==> config.mk <==
export PLATFORM = sky130hd
export DESIGN_NAME = reg_space_arbiter
export DESIGN_NICKNAME = d
export VERILOG_FILES = /design/src/rtl/reg_space_arbiter.sv
export SDC_FILE = /design/constraint.sdc
export NUM_CORES = 1
export LEC_CHECK = 0
export CAP_MARGIN = 15
export CORE_AREA = 4 4 119 121
export DETAILED_ROUTE_END_ITERATION = 6
export DIE_AREA = 0 0 123 125
export GPL_TIMING_DRIVEN = 0
export PLACE_DENSITY = 0.73
export SYNTH_ARGS = -nofsm -noshare
export SYNTH_HDL_FRONTEND = slang
export SYNTH_SLANG_ARGS = --single-unit
export TNS_END_PERCENT = 1
==> constraint.sdc <==
create_clock -name clk -period 2.18 [get_ports clk]
set_input_delay 0.436 -clock clk [delete_from_list [all_inputs] [get_ports clk]]
set_output_delay 0.436 -clock clk [all_outputs]
set_load 0.01 [all_outputs]
==> src/rtl/reg_space_arbiter.sv <==
// reg_space_arbiter: round-robin arbiter that puts two register-access masters onto one
// register-space request port. One transaction is in flight at a time. A watchdog
// error-completes any access the slave stalls, so a master is never locked out.
module reg_space_arbiter #(
    parameter int            AW       = 16,
    parameter int            DW       = 32,
    parameter int            TIMEOUT  = 256,
    parameter logic [DW-1:0] ERR_DATA = DW'(32'hDEAD_BEEF)
) (
    input  logic          clk,
    input  logic          rst,
    input  logic [AW-1:0] m0_rreq_addr,
    input  logic          m0_rreq_vld,
    output logic          m0_rreq_rdy,
    output logic [DW-1:0] m0_rack_data,
    output logic          m0_rack_vld,
    input  logic          m0_rack_rdy,
    input  logic [AW-1:0] m0_wreq_addr,
    input  logic [DW-1:0] m0_wreq_data,
    input  logic          m0_wreq_vld,
    output logic          m0_wreq_rdy,
    output logic          m0_err,
    input  logic [AW-1:0] m1_rreq_addr,
    input  logic          m1_rreq_vld,
    output logic          m1_rreq_rdy,
    output logic [DW-1:0] m1_rack_data,
    output logic          m1_rack_vld,
    input  logic          m1_rack_rdy,
    input  logic [AW-1:0] m1_wreq_addr,
    input  logic [DW-1:0] m1_wreq_data,
    input  logic          m1_wreq_vld,
    output logic          m1_wreq_rdy,
    output logic          m1_err,
    output logic [AW-1:0] s_rreq_addr,
    output logic          s_rreq_vld,
    input  logic          s_rreq_rdy,
    input  logic [DW-1:0] s_rack_data,
    input  logic          s_rack_vld,
    output logic          s_rack_rdy,
    output logic [AW-1:0] s_wreq_addr,
    output logic [DW-1:0] s_wreq_data,
    output logic          s_wreq_vld,
    input  logic          s_wreq_rdy,
    output logic [1:0]    gnt
);

    // TIMEOUT=0 would give a zero-width counter; keep one bit that simply never moves.
    localparam int            CW       = (TIMEOUT > 0) ? $clog2(TIMEOUT + 1) : 1;
    localparam logic [CW-1:0] CNT_MAX  = CW'(TIMEOUT);
    localparam logic [CW-1:0] CNT_LAST = (TIMEOUT > 0) ? CW'(TIMEOUT - 1) : {CW{1'b0}};
    localparam bit            WDOG_EN  = (TIMEOUT != 0);

    typedef enum logic [1:0] {IDLE, RD, WR, RD_ERR} state_t;

    state_t        state, state_nxt;
    logic [1:0]    gnt_q, gnt_nxt;
    logic          rr, rr_nxt;       // index of the master favoured at the next pick
    logic [CW-1:0] cnt;

    // Per-master views, index 0 = m0, 1 = m1.
    logic [1:0][AW-1:0] rreq_addr, wreq_addr;
    logic [1:0][DW-1:0] wreq_data, rack_data;
    logic [1:0]         rreq_vld, wreq_vld, rack_rdy;
    logic [1:0]         rreq_rdy, rack_vld, wreq_rdy, err;
    logic [1:0]         req;
    logic               pick, g, wdog_fire;

    // Read completion is defined by the ack handshake, so the request ready is not needed.
    logic unused_s_rreq_rdy;
    assign unused_s_rreq_rdy = s_rreq_rdy;

    assign rreq_addr = {m1_rreq_addr, m0_rreq_addr};
    assign wreq_addr = {m1_wreq_addr, m0_wreq_addr};
    assign wreq_data = {m1_wreq_data, m0_wreq_data};
    assign rreq_vld  = {m1_rreq_vld, m0_rreq_vld};
    assign wreq_vld  = {m1_wreq_vld, m0_wreq_vld};
    assign rack_rdy  = {m1_rack_rdy, m0_rack_rdy};

    assign req       = rreq_vld | wreq_vld;
    assign pick      = rr ? req[1] : ~req[0];
    assign g         = gnt_q[1];
    assign wdog_fire = WDOG_EN && (cnt == CNT_LAST);

    // State, grant and round-robin pointer registers.
    always_ff @(posedge clk) begin
        if (rst) begin
            state <= IDLE;
            gnt_q <= 2'b00;
            rr    <= 1'b0;
        end else begin
            state <= state_nxt;
            gnt_q <= gnt_nxt;
            rr    <= rr_nxt;
        end
    end

    // Watchdog counter: runs while a slave access is outstanding, saturates, cleared otherwise.
    always_ff @(posedge clk) begin
        if (rst) begin
            cnt <= '0;
        end else if (state == RD || state == WR) begin
            if (cnt != CNT_MAX) cnt <= cnt + CW'(1);
        end else begin
            cnt <= '0;
        end
    end

    // Arbitration, slave-port muxing and completion / timeout decisions.
    always_comb begin
        state_nxt   = state;
        gnt_nxt     = gnt_q;
        rr_nxt      = rr;
        s_rreq_addr = '0;
        s_rreq_vld  = 1'b0;
        s_rack_rdy  = 1'b0;
        s_wreq_addr = '0;
        s_wreq_data = '0;
        s_wreq_vld  = 1'b0;
        rreq_rdy    = '0;
        rack_vld    = '0;
        rack_data   = '0;
        wreq_rdy    = '0;
        err         = '0;
        case (state)
            IDLE: begin
                if (|req) begin
                    gnt_nxt   = pick ? 2'b10 : 2'b01;
                    rr_nxt    = ~pick;
                    state_nxt = rreq_vld[pick] ? RD : WR;
                end
            end
            RD: begin
                s_rreq_vld   = 1'b1;
                s_rreq_addr  = rreq_addr[g];
                s_rack_rdy   = rack_rdy[g];
                rack_vld[g]  = s_rack_vld;
                rack_data[g] = s_rack_data;
                if (s_rack_vld && rack_rdy[g]) begin
                    rreq_rdy[g] = 1'b1;
                    state_nxt   = IDLE;
                    gnt_nxt     = 2'b00;
                end else if (wdog_fire) begin
                    state_nxt = RD_ERR;
                end
            end
            WR: begin
                s_wreq_vld  = 1'b1;
                s_wreq_addr = wreq_addr[g];
                s_wreq_data = wreq_data[g];
                if (s_wreq_rdy) begin
                    wreq_rdy[g] = 1'b1;
                    state_nxt   = IDLE;
                    gnt_nxt     = 2'b00;
                end else if (wdog_fire) begin
                    wreq_rdy[g] = 1'b1;
                    err[g]      = 1'b1;
                    state_nxt   = IDLE;
                    gnt_nxt     = 2'b00;
                end
            end
            RD_ERR: begin
                // Slave side is released; the master sees a synthetic error ack.
                rack_vld[g]  = 1'b1;
                rack_data[g] = ERR_DATA;
                if (rack_rdy[g]) begin
                    rreq_rdy[g] = 1'b1;
                    err[g]      = 1'b1;
                    state_nxt   = IDLE;
                    gnt_nxt     = 2'b00;
                end
            end
            default: begin
                state_nxt = IDLE;
                gnt_nxt   = 2'b00;
            end
        endcase
    end

    assign gnt          = gnt_q;
    assign m0_rreq_rdy  = rreq_rdy[0];
    assign m0_rack_vld  = rack_vld[0];
    assign m0_rack_data = rack_data[0];
    assign m0_wreq_rdy  = wreq_rdy[0];
    assign m0_err       = err[0];
    assign m1_rreq_rdy  = rreq_rdy[1];
    assign m1_rack_vld  = rack_vld[1];
    assign m1_rack_data = rack_data[1];
    assign m1_wreq_rdy  = wreq_rdy[1];
    assign m1_err       = err[1];

endmodule

Word level (Yosys, flattened, before mapping)
Index checks and enable logic that the tools add are counted.
- input bits: 171
- output and inout bits: 141
- register bits: 14
- bitwise logic cells: 6
- add/subtract/negate cells: 1
- magnitude comparators: 3
- eq/ne operators: 10
- reduce and logical (&&, ||, !) cells: 9
- multiplexer cells: 43
- operators with widths (operator ; count):
    2-to-1 mux 32 bit ; 4
    case mux 64 bit (2 select lines) ; 1
    2-to-1 mux 16 bit ; 6
    AND 64 bit ; 1
    demux 32 bit (select 1 bit) ; 1
    2-to-1 mux 2 bit ; 16
    case mux 2 bit (4 select lines) ; 2
    case mux 2 bit (2 select lines) ; 3
    adder 9 x 1 -> 9 bit, second input constant ; 1
    == test 9 x 8 -> 1 bit, second input constant ; 1
    2-to-1 mux 1 bit ; 9
    inequality test 9 bit, second input constant ; 1
    AND reduction 4 bit ; 2
    == test 2 bit, second input constant ; 2
    < comparator 1 x 2 -> 1 bit, second input constant ; 2
    inequality test 2 bit, second input constant ; 2
    OR reduction 2 bit ; 2
    inequality test 3 x 2 -> 1 bit, second input constant ; 1
    inequality test 3 bit, second input constant ; 1
    inverter 1 bit ; 3
    AND 2 bit ; 1
    == test 2 x 1 -> 1 bit, second input constant ; 1
    logical AND 1 bit ; 2
    zero test 2 bit ; 1
    6 further kinds ; 6

Longest topological paths before layout
Gate-level depths: netlist (run 1).
- depth in word-level cells: 8
- depth in mapped cells: 7
- gate-level depth less buffers: 7

Worst setup path after synthesis (run 1)
OpenSTA, ideal clock, no wires.
- path type: register to output
- start point: reg gnt_q[1] (netlist: gnt[1])
- end point: out m1_rreq_rdy
- data required time: 1744 ps
- data arrival time: 1468 ps
- cell stages (with the launch flop): 7
- setup slack: 276 ps
- cell sequence: dfxtp_1 -> buf_4 -> buf_2 -> buf_1 -> clkbuf_1 -> nand2_1 -> nor2_1
- cells in the longest elaborated chain, start to end: 6
- ends and longest elaborated chain (item ; RTL line ; text):
    start, declared ; 56 ; logic [1:0] gnt_q, gnt_nxt;
    start signal, assigned ; 92 ; gnt_q <= gnt_nxt;
    < comparator 1 x 2 -> 1 bit (implied by the code) or greater-or-equal comparator 1 bit (tied branches) ; 139, 166 ;
    logical AND 1 bit (implied by the code) ; 139, 166 ;
    2-to-1 mux 1 bit (implied by the code) ; 139, 166 ;
    demux 1 bit (select 1 bit) ; 139, 166 ;
    2-to-1 mux 2 bit, on equally long branches ; 165, 138 ;
    case mux 2 bit (2 select lines) (*) ; 124 ; case (state)
    end, declared ; 25 ; output logic m1_rreq_rdy,
Mark *: on every way between the ends. The rest lies on a longest branch, timed or not. The select of a mux whose other input is x is not followed.

Final worst setup path (run 1)
- start point: reg state[1]
- end point: out m1_rack_data[6]
- cells in the longest elaborated chain, start to end: 2
- ends and longest elaborated chain (item ; RTL line ; text):
    start, declared ; 55 ; state_t state, state_nxt;
    start signal, assigned ; 91 ; state <= state_nxt;
    == test 2 bit or == test 2 x 1 -> 1 bit (tied branches) ; 124 ;
    case mux 64 bit (2 select lines) (*) ; 124 ;
    end, declared ; 26 ; output logic [DW-1:0] m1_rack_data,
Mark *: on every way between the ends. The rest lies on a longest branch, timed or not.

==> results.py, run 1 <==
metrics = {
    "run_status": {
        "status": "finished, violations left",
        "violations": "negative setup slack",
    },
    "die": {
        "die_h_um": 125,
        "fp.dieW_um": 123,
        "fp-row-count": 42,
        "die-area_um2": 15400,
        "boundaryPins": 312,
        "coreArea_um2": 13100,
        "initial_utilization": 0.197,
    },
    "hold_path": {
        "holdPathStages": 2,
        "hp-start": "cnt[7]",
        "min_path_type": "flip-flop to flip-flop",
        "holdPathEnd": "cnt[7]",
    },
    "setup_path": {
        "arrival_ns": 1.97,
        "start_kind": "flip-flop",
        "r2r_start": "state[0]",
        "r2r.worst_path.cells": 5,
        "cp_slowest_cell": "clkdlybuf4s50_1",
        "reg2reg_slack_ns": 0.28,
        "end_kind": "output port",
        "worstSetupPathType": "flip-flop to output port",
        "cp_data_required_time_ns": 1.74,
        "path_max_fanout": 10,
        "path_cells": "inv_2 -> ha_4 -> and2_2 -> buf_4 -> a21o_1 -> clkdlybuf4s50_1",
        "slowest_delay_ns": 0.54,
        "reg2reg_to": "gnt[0]",
    },
    "clock_network": {
        "cts_root_buf": "clkbuf_16",
        "clkLatencyLatePin_ns": 0.25,
        "cts_tree": "yes",
        "clock_sinks": 14,
        "path_clk_slew_ns": 0.05,
        "htreeDepth": 1,
        "numCtsBuffers": 3,
        "ctsLongestPathBuffers": 2,
    },
    "logic_synthesis": {
        "synth_top_area_frac": 0.253,
        "ys.flop_type": "dfxtp_1",
        "synth_area_leaders": "mux2i_1 25%, nor2b_1 17%, a21o_1 13%, dfxtp_1 11%, ha_1 4.4%",
        "synth.cell_area_um2": 2570,
        "post_synth.cell_area_avg_um2": 7.50,
        "synthTopCellsByCount": "68 x nor2b_1, 65 x mux2i_1, 46 x a21o_1",
        "synth_warnings": 0,
        "yosysSeqAreaShare": 0.109,
        "ys_seq_elements": 14,
        "synth_fp_nets": 523,
        "yosysUniqueCellTypes": 36,
        "synth_area_leader_cell": "mux2i_1",
        "synth_cells": 343,
        "synth-async-reset-ratio": 0,
        "synth_edf_count": 0,
        "yosysMostFrequentCell": "nor2b_1",
    },
    "place": {
        "gp_congestion": 0.850,
        "io_buffer_count": 310,
        "place_ws_ns": -0.769,
        "dpl.hpwl_mm": 13.4,
    },
    "routing": {
        "ant_nets": 0,
        "post-route-drc-count": 0,
        "via_per_inst": 4.48,
        "drt_iter0_drc": 227,
        "routed_wl_mm": 15.7,
        "vias": 3720,
        "first_pass_iters": 4,
        "drt-wirelength-per-cell_um": 18.9,
    },
    "power": {
        "cellPowerDensity_nw_per_um2": 726,
        "power.leakage_nw": 3.10,
        "peakVddDrop_uv": 361,
        "total_power_mw": 4.47,
    },
    "sta": {
        "worst_pin_slew_ns": 0.444,
        "setup_viol": 34,
        "rsz0062_at_grt": "true",
        "period_minus_slack_ns": 2.41,
        "max_slew_margin": 0.701,
        "finClkSkew_ns": 0.00111,
        "layout_setup_ws_ns": -0.229,
        "drv_slew": 0,
        "hold_viol": 0,
        "fmax_ghz": 0.415,
        "period_share": 1.11,
    },
    "global_routing": {
        "grt_antenna_before_repair": 1,
        "grt_usage": 0.186,
        "grt_pass1_vias": 3761,
        "grt-ovfl-total": 0,
        "grt_max_degree": 11,
        "grt_pass1_wl_mm": 22.5,
    },
    "finish": {
        "layout-drive-gt1-share": 0.136,
        "multi_input_area_um2": 2250,
        "seqCellArea_um2": 298,
        "fill_cells": 1245,
        "area_delta_synth_final_pct": 139,
        "nets": 835,
    },
    "flow_run": {
        "cap_viol_max_count": 0,
    },
}
-- what timing repair did --
item                                    CTS  global route
setup buffers                             0             0
resized for setup                       216            84
endpoints found under the setup margin  138           102
hold buffers                              0             0
-- metrics by stage --
stage                     utilization  instances  hold slack, ns  setup TNS [ns]  instance area (µm²)
after floorplan                     -        343           0.467               0                 2570
after global placement          0.450        829           0.485          -60.09                 5890
after detailed placement        0.450        829           0.496          -63.95                 5890
after CTS                       0.471        830           0.505           -8.11                 6160
after global routing            0.470        831           0.554           -8.10                 6150
final                           0.470        831           0.510           -4.89                 6150
-- power breakdown --
part           switching [mW]  internal (mW)  total, mW
Combinational            1.72           1.98       3.70
Sequential             0.0618          0.315      0.377
Clock                   0.111          0.278      0.389
-- state kept, by name (all words and copies together) (netlist names) --
register and count:
rr 1, gnt 2, cnt 9, state 2
-- placed cells by master (no fill, tap or decap), types with 3 or more instances in the layout --
master,instances
clkbuf_8,7
a21oi_1,11
buf_6,5
buf_12,3
nor2_1,15
o21ai_0,7
dfxtp_4,3
nand3_1,5
clkdlybuf4s50_1,195
dfxtp_1,6
a21o_1,46
clkbuf_16,3
clkdlybuf4s15_1,9
and2_1,9
mux2i_2,4
xor2_1,3
buf_8,3
inv_1,7
or3_1,3
and3_1,9
clkdlybuf4s15_2,6
ha_4,4
dfxtp_2,5
clkbuf_2,23
clkbuf_4,5
ha_1,5
mux2i_1,59
dlymetal6s2s_1,12
nor2b_1,64
dlygate4sd2_1,65
nand2_1,11
buf_4,4
-- cells by family (layout without fill, tap and decap cells) --
family / after synthesis / count (layout) / share of synthesized area
adders and majority gates: 9 / 9 / 0.0438
and+or+nand+nor: 132 / 132 / 0.293
muxes: 66 / 66 / 0.257
xor gates and xnor gates: 4 / 4 / 0.0136
AOI/OAI and AO/OA: 79 / 79 / 0.221
buffers and inverters: 39 / 350 / 0.0618
DFF: 14 / 14 / 0.109
other: 0 / 1 / 0
-- worst max-delay path by stage --
| stage | start | to |
|---|---|---|
| floorplan | gnt[1] | m1_rreq_rdy |
| CTS | state[0] | m0_rack_data[19] |
| detailed placement | gnt[1] | m1_rack_data[20] |
| global route | state[1] | m0_rack_data[31] |
| global placement | gnt[1] | m1_rack_data[20] |
| finish | state[1] | m1_rack_data[6] |
-- layout make-up --
| type | instances | share of cell area |
|---|---|---|
| buffer | 27 | 0.0514 |
| tap | 176 | 0.0358 |
| antenna | 1 | 0.000407 |
| inverter | 9 | 0.00549 |
| timing repair buffer | 310 | 0.478 |
| sequential | 14 | 0.0484 |
| multi-input combinational | 290 | 0.366 |
| clock buffer | 4 | 0.0144 |
-- critical path: cells and delay by family, from the launching register on --
family | cells | cell delay [ns]
DFF | 1 | 0.36
and+or+nand+nor | 1 | 0.23
buffers and inverters | 3 | 0.83
adders and majority gates | 1 | 0.18
AOI/OAI and AO/OA | 1 | 0.12
-- per-layer routing --
metal / wire length, µm / GRT usage
met2: 7880 / 0.334
met1: 6210 / 0.226
met4: 320 / 0.0443
met5: 0 / 0
met3: 1330 / 0.0384
Note: power is estimated with default switching activity, not from simulation.
==> run 2, diff against run 1 <==
==> constraint.sdc (replaced) <==
create_clock -name clk -period 2.18 [get_ports clk]
set_input_delay 0.436 -clock clk [delete_from_list [all_inputs] [get_ports clk]]
set_output_delay 0.436 -clock clk [all_outputs]
set_load 0.02 [all_outputs]
==> results.py, run 2 (synthesis gave the netlist of run 1 again) <==
metrics = {
    "place": {
        "dp.cells": 829,
        "io_buffer_count": 310,
        "gp_congestion": 0.850,
        "place_ws_ns": -0.837,
        "dpl.hpwl_mm": 13.4,
        "placed_cell_area_um2": 5890,
    },
    "clock_network": {
        "path_clk_slew_ns": 0.05,
        "numCtsBuffers": 3,
        "clkLatencyLatePin_ns": 0.24,
        "cts_tree": "yes",
        "htreeDepth": 1,
        "clock_sinks": 14,
        "cts_root_buf": "clkbuf_16",
        "ctsLongestPathBuffers": 2,
        "post_cts_buffers": 0,
        "cts_hold_buf": 0,
    },
    "finish": {
        "layout_commonest_cell": "clkdlybuf4s50_1",
        "fill_cells": 1237,
        "fin_util": 0.466,
        "largest_reg_flops": 9,
        "final_cell_mix": "171 x clkdlybuf4s50_1, 64 x nor2b_1, 60 x mux2i_1, 53 x clkdlybuf4s15_2, 46 x a21o_1",
        "area_delta_synth_final_pct": 137,
        "regMostFlops": "cnt",
        "multi_input_area_um2": 2250,
        "layout-drive-gt1-share": 0.232,
        "design_area_um2": 6090,
        "finalNonFillerCells": 831,
        "seqCellArea_um2": 297,
        "nets": 835,
    },
    "setup_path": {
        "start_kind": "flip-flop",
        "path_max_fanout": 10,
        "r2r.worst_path.cells": 5,
        "reg2reg_to": "gnt[0]",
        "worstSetupPathType": "flip-flop to output port",
        "cp_data_required_time_ns": 1.74,
        "endpoint": "s_wreq_addr[5]",
        "reg2reg_slack_ns": 0.31,
        "r2r_start": "state[0]",
        "arrival_ns": 1.78,
        "end_kind": "output port",
        "startpoint": "gnt[1]",
    },
    "die": {
        "boundaryPins": 312,
        "fp.dieW_um": 123,
        "coreArea_um2": 13100,
        "initial_utilization": 0.197,
        "fp-row-count": 42,
        "die-area_um2": 15400,
        "die_h_um": 125,
    },
    "power": {
        "total_power_mw": 4.82,
        "cellPowerDensity_nw_per_um2": 791,
        "peakVddDrop_uv": 358,
        "power.leakage_nw": 2.88,
    },
    "global_routing": {
        "grt_pass1_wl_mm": 22.4,
        "grt_max_degree": 11,
        "use_met3": 0.0379,
        "grt_pass1_vias": 3774,
        "use_met2": 0.333,
        "grt_usage": 0.186,
        "grt-ovfl-total": 0,
        "grt_antenna_before_repair": 1,
        "grt_util_met1": 0.226,
        "top_usage_layer": "met2",
    },
    "routing": {
        "vias": 3695,
        "routed_wl_mm": 15.7,
        "first_pass_iters": 4,
        "post-route-drc-count": 0,
        "drt_iter0_drc": 173,
        "via_per_inst": 4.45,
        "drt-wirelength-per-cell_um": 18.9,
        "ant_nets": 0,
    },
    "sta": {
        "max_slew_margin": 0.670,
        "fmax_ghz": 0.452,
        "drv_slew": 0,
        "period_minus_slack_ns": 2.21,
        "setup_viol": 3,
        "timing.setup.tns_ns": -0.0532,
        "worst_pin_slew_ns": 0.491,
        "rsz0062_at_grt": "true",
        "layout_setup_ws_ns": -0.0320,
        "period_share": 1.01,
        "hold_viol": 0,
        "finClkSkew_ns": 0.00193,
        "hold_ws_ns": 0.509,
    },
    "run_status": {
        "status": "finished, violations left",
        "violations": "negative setup slack",
    },
    "hold_path": {
        "holdPathStages": 2,
        "min_path_type": "flip-flop to flip-flop",
        "hp-start": "cnt[7]",
    },
    "flow_run": {
        "cap_viol_max_count": 0,
    },
}
[run 2: changes by cell type in the layout (fill, tap and decap cells not counted), sizes merged]
cell and change:
buf +30, clkbuf -12, clkdlybuf4s15 +40, clkdlybuf4s50 -24, dlygate4sd2 -24, dlymetal6s2s -10
[run 2: where the power goes]
group	total [mW]	switching (mW)	internal (mW)
clock	0.387	0.108	0.278
sequential	0.374	0.0602	0.314
combinational	4.06	2.17	1.89
[run 2: routing by layer]
layer / share of wire / vias to the layer above
met5: 0 / -
met4: 0.028 / 0
met3: 0.080 / 30
met2: 0.49 / 147
met1: 0.40 / 1701
li1: - / 1817
[run 2: layout make-up]
type                       count  area share
antenna                        1    0.000411
tap                          176      0.0361
multi-input combinational    290       0.369
buffer                        27      0.0454
clock buffer                   4      0.0146
timing repair buffer         310       0.480
sequential                    14      0.0487
inverter                       9     0.00554
[run 2: critical path, stage by stage, from the launching register on]
cell and delay, ns:
dfxtp_1 0.34, buf_4 0.15, buf_12 0.16, buf_6 0.19, mux2i_1 0.27, nor2b_1 0.07, dlygate4sd2_1 0.33
[run 2: worst min path at each step]
stage	to	slack (ns)
2_1_floorplan	cnt[5]	0.47
3_3_place_gp	cnt[5]	0.49
3_5_place_dp	cnt[7]	0.50
4_1_cts	cnt[7]	0.50
5_1_grt	cnt[1]	0.55
6_report	cnt[7]	0.51
[run 2: repair_timing]
action,CTS,global route
resized for setup,408,66
endpoints found under the setup margin,139,121
pin swaps,0,2
==> variant, RTL diff (settings of run 1) <==
Change the parameter `AW` from 16 to 15.
--- a/src/rtl/reg_space_arbiter.sv
+++ b/src/rtl/reg_space_arbiter.sv
@@ -2,7 +2,7 @@
 // register-space request port. One transaction is in flight at a time. A watchdog
 // error-completes any access the slave stalls, so a master is never locked out.
 module reg_space_arbiter #(
-    parameter int            AW       = 16,
+    parameter int            AW       = 15,
     parameter int            DW       = 32,
     parameter int            TIMEOUT  = 256,
     parameter logic [DW-1:0] ERR_DATA = DW'(32'hDEAD_BEEF)
Ports: changed (6 resized); port bits go from 312 to 306. The function was not compared with the original's and may differ.
==> variant against run 1 <==
- worst setup slack better by 0.26 ns
- total power shrank 3.8%
- wire length shrank 0.32%
- synthesized area is 1.5% lower
- sequential power increased by 1%
- critical path depth rose by 1
- cell area down 0.75%
- sequential cell count did not move
- non-clock buffer count rose by 2
- synthesized cell count shrank 1.5%
==> variant: results (changes against run 1) <==
Outcome
  • Status: complete, no violations (was complete, but fails checks)

Place
  • DP Area: 0.00580 sq mm (was 0.00589 sq mm)
  • Placed Cells: 818 (was 829)
  • HPWL Detailed: 13.2 mm (was 13.4 mm)
  • # port buffers: 304 (was 310)
  • Final GP Congestion: 0.843 (was 0.850)

Power and ir drop
  • Switch share: 0.428 (was 0.424)
  • P_seq: 381 uW (was 377 uW)
  • Clk. pwr: 390 uW (was 389 uW)
  • PD cells: 704 mW/mm^2 (was 726 mW/mm^2)

Global routing
  • Initial antenna violation count: 0 (was 1)
  • GRT Total Usage: 0.187 (was 0.186)
  • Met2 Use GR: 0.345 (was 0.334)
  • Vias in the first global route: 3846 (was 3761)

Final layout
  • Fraction of area in multi-input gates: 0.359 (was 0.366)
  • Final nets: 829 (was 835)
  • Clock network area share: 0.0145 (was 0.0144)
  • Buffers outside the clock class: 339 (was 337)
  • Non-clk buf share: 0.536 (was 0.530)
  • #MultiIn Comb: 286 (was 290)
  • Fillers: 1268 (was 1245)
  • FFs & Latches: 14 (unchanged)
  • # diodes: 0 (was 1)
  • Seq/total area: 0.0483 (was 0.0484)
  • Layout cell share with drive strength beyond 1: 0.140 (was 0.136)

Hold path
  • Worst Hold End: cnt[1] (was cnt[7])

Detailed routing
  • Routed length on met1: 6.02 mm (was 6.21 mm)
  • Vias: 3700 (was 3720)
  • 1st-iter DRT viols: 149 (was 227)
  • WL final: 15.7 mm (about the same)

Clock tree
  • Post-CTS Resized: 225 (was 216)

Critical path
  • Family with the most delay on the worst path: simple AND/OR/NAND/NOR gates (was buffers and inverters)
  • Arr. time, crit path: 1.71 ns (was 1.97 ns)
  • Crit path max fanout: 5 (was 10)
  • Reg2reg setup slack: 0.34 ns (was 0.28 ns)

Yosys
  • Synth Instances: 338 (was 343)
  • Synth area leaders: mux2i_1, nor2b_1, a21o_1, dfxtp_1, ha_1 (unchanged)
  • Share of the yosys chip area belonging to registers: 0.111 (was 0.109)

STA
  • Hold WS: 0.511 ns (was 0.510 ns)
[variant: kinds of logic (layout without fill, tap and decap cells)]
logic type                 after synthesis  after routing  synth area share
AOI/OAI and AO/OA                       79             79             0.226
buffers and inverters                   38            352            0.0593
DFF                                     14             14             0.111
xor gates and xnor gates                 4              4            0.0138
muxes                                   64             64             0.253
and+or+nand+nor                        130            130             0.293
adders and majority gates                9              9            0.0444
[variant: worst max path at each step]
stage | start | end | slack, ns | depth (start not counted)
final | cnt[3] | m1_wreq_rdy | 0.03 | 7
after global routing | cnt[3] | m1_wreq_rdy | -0.12 | 7
after CTS | gnt[1] | s_wreq_addr[0] | -0.21 | 6
after detailed placement | gnt[1] | m1_rack_data[20] | -0.89 | 5
after global placement | gnt[1] | m1_rack_data[20] | -0.86 | 5
after floorplan | gnt[1] | m1_rreq_rdy | 0.28 | 5
